--- src/rtl/eeprom_host_port_ctrl.sv ---
// Host-side byte port arbiter for the save EEPROM array: streams save images in,
// dumps the whole array out, and tracks whether the game has modified it.
module eeprom_host_port_ctrl #(
    parameter int ADDR_W = 13,
    parameter int DEPTH  = 8192
) (
    input  logic              clk,
    input  logic              reset,
    input  logic              load_valid,
    input  logic [ADDR_W-1:0] load_addr,
    input  logic [7:0]        load_data,
    output logic              load_ready,
    input  logic              dump_req,
    output logic              dump_valid,
    output logic [ADDR_W-1:0] dump_addr,
    output logic [7:0]        dump_data,
    input  logic              dump_ready,
    output logic              dump_done,
    input  logic              eeprom_we,
    output logic              dirty,
    output logic              busy,
    output logic              rom_we,
    output logic [ADDR_W-1:0] rom_address,
    output logic [7:0]        rom_wdata,
    input  logic [7:0]        rom_rdata
);

    typedef enum logic [2:0] {IDLE, D_ADDR, D_WAIT, D_SHOW, D_DONE} state_t;

    localparam logic [ADDR_W:0] LAST_IDX = (ADDR_W + 1)'(DEPTH - 1);

    state_t          state;
    logic            dump_pending;
    logic            wrote_during_dump;
    logic [ADDR_W:0] counter;
    logic [ADDR_W:0] counter_next;
    logic            in_dump;

    assign in_dump      = (state != IDLE);
    assign counter_next = counter + 1'b1;
    assign load_ready   = (state == IDLE) && !reset;
    assign busy         = (in_dump || dump_pending) && !reset;

    always_ff @(posedge clk) begin
        if (reset) begin
            state             <= IDLE;
            dump_pending      <= 1'b0;
            wrote_during_dump <= 1'b0;
            counter           <= '0;
            rom_we            <= 1'b0;
            rom_address       <= '0;
            rom_wdata         <= '0;
            dump_valid        <= 1'b0;
            dump_done         <= 1'b0;
            dump_data         <= '0;
            dump_addr         <= '0;
            dirty             <= 1'b0;
        end else begin
            rom_we    <= 1'b0;
            dump_done <= 1'b0;
            if (eeprom_we)
                dirty <= 1'b1;
            if (eeprom_we && in_dump)
                wrote_during_dump <= 1'b1;
            // NOTE: later non-blocking assignments in this block override these
            // defaults, so the dump-start clear beats a same-cycle dump_req.
            if (dump_req && !in_dump)
                dump_pending <= 1'b1;

            case (state)
                IDLE: begin
                    if (load_valid) begin
                        rom_we      <= 1'b1;
                        rom_address <= load_addr;
                        rom_wdata   <= load_data;
                    end else if (dump_pending) begin
                        counter           <= '0;
                        dump_pending      <= 1'b0;
                        wrote_during_dump <= 1'b0;
                        rom_address       <= '0;
                        state             <= D_ADDR;
                    end
                end
                D_ADDR: begin
                    // Address is already on the port since entry, giving the
                    // array its read cycle before D_SHOW captures the byte.
                    rom_address <= counter[ADDR_W-1:0];
                    state       <= D_WAIT;
                end
                D_WAIT: begin
                    dump_data  <= rom_rdata;
                    dump_addr  <= counter[ADDR_W-1:0];
                    dump_valid <= 1'b1;
                    state      <= D_SHOW;
                end
                D_SHOW: begin
                    if (dump_ready) begin
                        dump_valid <= 1'b0;
                        if (counter == LAST_IDX) begin
                            state <= D_DONE;
                        end else begin
                            counter     <= counter_next;
                            rom_address <= counter_next[ADDR_W-1:0];
                            state       <= D_ADDR;
                        end
                    end
                end
                D_DONE: begin
                    dump_done <= 1'b1;
                    dirty     <= wrote_during_dump || eeprom_we;
                    state     <= IDLE;
                end
                default: state <= IDLE;
            endcase
        end
    end

endmodule

--- config.mk ---
export PLATFORM = sky130hd
export DESIGN_NAME = eeprom_host_port_ctrl
export DESIGN_NICKNAME = d
export VERILOG_FILES = /design/src/rtl/eeprom_host_port_ctrl.sv
export SDC_FILE = /design/constraint.sdc
export NUM_CORES = 1
export LEC_CHECK = 0
export BUFFER_PORTS_ARGS = -buffer_cell sky130_fd_sc_hd__buf_4
export CAP_MARGIN = 15
export CORE_UTILIZATION = 25
export DETAILED_ROUTE_END_ITERATION = 10
export GPL_ROUTABILITY_DRIVEN = 1
export GPL_TIMING_DRIVEN = 0
export PLACE_DENSITY_LB_ADDON = 0.12
export SLEW_MARGIN = 5
export SYNTH_ARGS = -nofsm -noshare
export SYNTH_HDL_FRONTEND = slang
export SYNTH_SLANG_ARGS = --single-unit
--- constraint.sdc ---
create_clock -name clk -period 4.8 [get_ports clk]
set_input_delay 1.2 -clock clk [delete_from_list [all_inputs] [get_ports clk]]
set_output_delay 1.2 -clock clk [all_outputs]
set_load 0.01 [all_outputs]
==> impl_metrics.json <==
{
  "avgViaCountPerCell": 4.867,
  "grt_first_pass_wirelength_mm": 16.36,
  "peakVddDrop_mv": 0.1341,
  "rows": 40,
  "power_frac_seq": 0.374,
  "clock_latency_ns": 0.33,
  "p_clk_frac": 0.442,
  "p_leak_nw": 1.633,
  "final_common_cell": "buf_4",
  "hold_viol": 0,
  "stdcell_count": 654,
  "hold_path_class": "reg2reg",
  "max_freq_ghz": 0.2974,
  "slew_viol_final": 0,
  "whs_ns": 0.4534,
  "synthCells": 390,
  "initialDrtViolationCount": 166,
  "htree_levels": 3,
  "gp_congestion": 0.8312,
  "finalCritPeriodShare": 0.7005,
  "wl_per_cell_um": 15.65,
  "internal_power_mw": 1.179,
  "async_reset_ff_frac": 0,
  "hpwl_mm": 7.701,
  "regArea_mm2": 0.001301,
  "end_kind": "primary output",
  "core_mm2": 0.01206,
  "cts.reportedPaths.clkPinSlew_ns": 0.06,
  "area_growth_pct": 36.73,
  "p_sw_frac": 0.2737,
  "layout-drive-gt1-share": 0.2469,
  "tritoncts": "built",
  "worstPathMaxFanout": 10,
  "syn-num-nets": 426,
  "clock-root-buffer": "clkbuf_16",
  "dieArea_mm2": 0.01286,
  "finalSetupViolations": 0,
  "initial_core_util": 0.2573,
  "synth_seq_cells": 65,
  "max-clock-path-buffers": 2,
  "cap_violations": 0,
  "hold_buffers": 0,
  "ys_warn_count": 0,
  "io_buffers": 80,
  "ys_seq_area_frac": 0.4194,
  "cts_made_buffers": 9,
  "dpl-instance-area_mm2": 0.003914,
  "startpoint_type": "primary input",
  "syn_area_mm2": 0.003103,
  "multiInputGateArea_mm2": 0.001632,
  "ioPinCount": 83,
  "fillers": 1289,
  "routed_wl_mm": 10.24,
  "avgSynthCellArea_um2": 7.956,
  "grt_pass1_vias": 3035,
  "vias": 3183,
  "synth.area.top_cells": "dfxtp_1, nand2_1, a21oi_1, a31oi_1, a311oi_1",
  "nets": 517,
  "drcViolationCount": 0,
  "ys_types": 52,
  "finalSetupTns_ns": 0,
  "dr.pass1.iters": 4,
  "design_area_mm2": 0.004243,
  "netSwitchingPower_uw": 444.1,
  "dp.cells": 638,
  "period_needed_ns": 3.362,
  "yosys.area.top_type": "dfxtp_1",
  "p_comb_frac": 0.184,
  "grt_max_degree": 13,
  "synth_top_area_share": 0.4194,
  "status": "complete, no violations",
  "required_ns": 3.60,
  "antenna_found_initial": 0,
  "clock_skew_ns": 0.008784,
  "ant_nets": 0,
  "grt_usage": 0.1658,
  "mostFrequentLayoutCells": "buf_4, nand2_1, dfxtp_1, a21oi_1, clkbuf_1",
  "ys.flop_type": "dfxtp_1",
  "arrival_ns": 2.16,
  "postCtsResizedCells": 0,
  "tightest_slew_ns": 0.6380,
  "post_cts_buffers": 0,
  "power_density_mw_per_mm2": 382.5,
  "diodes": 0,
  "overflow": 0,
  "maxSlewHeadroom": 0.5738,
  "die-width_um": 113.4,
  "synth_edf_count": 0,
  "clock_sinks": 65,
  "crit_type": "in2out",
  "rsz0062_at_grt": "false",
  "finalPower_mw": 1.623,
  "die_h_um": 113.4
}
flip-flops by register name, summed over array words and instances, names as in the netlist:
name	cells
counter	14
state	3
wrote_during_dump	1
dump_done	1
rom_wdata	8
dump_pending	1
dump_valid	1
dump_addr	13
rom_we	1
dirty	1
rom_address	13
dump_data	8
cells in the mapped netlist, drive strengths merged (2+ instances only):
cell,n
a31oi,19
o311ai,2
xnor2,3
or4b,2
buf,14
o21bai,3
and2,3
dfxtp,65
or3,4
a211oi,3
and3,7
and4b,2
o21a,3
a21oi,48
nor2,14
nor2b,2
nand3,13
nor4bb,2
o31a,2
or4,5
clkbuf,20
nand4,9
mux2,2
and4,4
nand2b,6
o31ai,4
a311oi,10
o21ai,9
nand2,80
inv,5
a41oi,3
nor4,3
nor3,9
path summary, 6_finish.rpt:
path,start,end,slack (ns),depth (start not counted)
max,reset,busy,1.44,4
max reg2reg,counter[1],rom_address[12],2.56,5
min reg2reg,rom_wdata[3],rom_wdata[3],0.45,2
min,rom_wdata[3],rom_wdata[3],0.45,2
cell families (layout without fill, tap and decap cells):
group                      Yosys count  in the layout  share of synthesized area
AOI/OAI and AO/OA                  111            111                     0.2266
buffers and inverters               39            135                    0.05484
adders and majority gates            1              1                   0.004032
and+or+nand+nor                    167            167                     0.2734
DFF                                 65             65                     0.4194
xor gates and xnor gates             4              4                    0.01129
muxes                                3              3                    0.01048
layer usage:
layer / routed length, um / part of all wire / global-route usage / vias up
met2: 4654 / 0.45 / 0.2585 / 65
li1: - / - / - / 1613
met3: 401 / 0.039 / 0.04198 / 8
met4: 93 / 0.0091 / 0.04825 / 0
met5: 0 / 0 / 0 / -
met1: 5087 / 0.50 / 0.2258 / 1497
power by group through the flow:
stage / clock, mW / combinational [mW] / sequential (mW)
2_1_floorplan: 0 / 0.153 / 0.630
3_3_place_gp: 0 / 0.301 / 0.617
3_5_place_dp: 0 / 0.302 / 0.618
4_1_cts: 0.739 / 0.303 / 0.607
5_1_grt: 0.765 / 0.330 / 0.611
6_report: 0.717 / 0.299 / 0.606
metrics by stage:
stage | util | worst slack (ns)
6_report | 0.3518 | 1.438
5_1_grt | 0.3518 | 1.311
4_1_cts | 0.3518 | 1.426
3_5_place_dp | 0.3245 | 1.432
3_3_place_gp | 0.3245 | 1.472
2_1_floorplan | - | 1.796
area by class of cell:
cell class / count / share of cell area
multi-input cells: 286 / 0.3845
well taps: 168 / 0.04954
plain buffers: 34 / 0.03568
inverters: 5 / 0.004423
flip-flops and latches: 65 / 0.3067
clock buffers: 10 / 0.05633
repair buffers: 80 / 0.1416
clock inverters: 6 / 0.02123
worst max-delay path, cell delays in order:
cell and delay [ns]:
clkbuf_1 0.31, clkbuf_1 0.40, nor2_1 0.10, buf_4 0.16
Note: power is estimated with default switching activity, not from simulation.
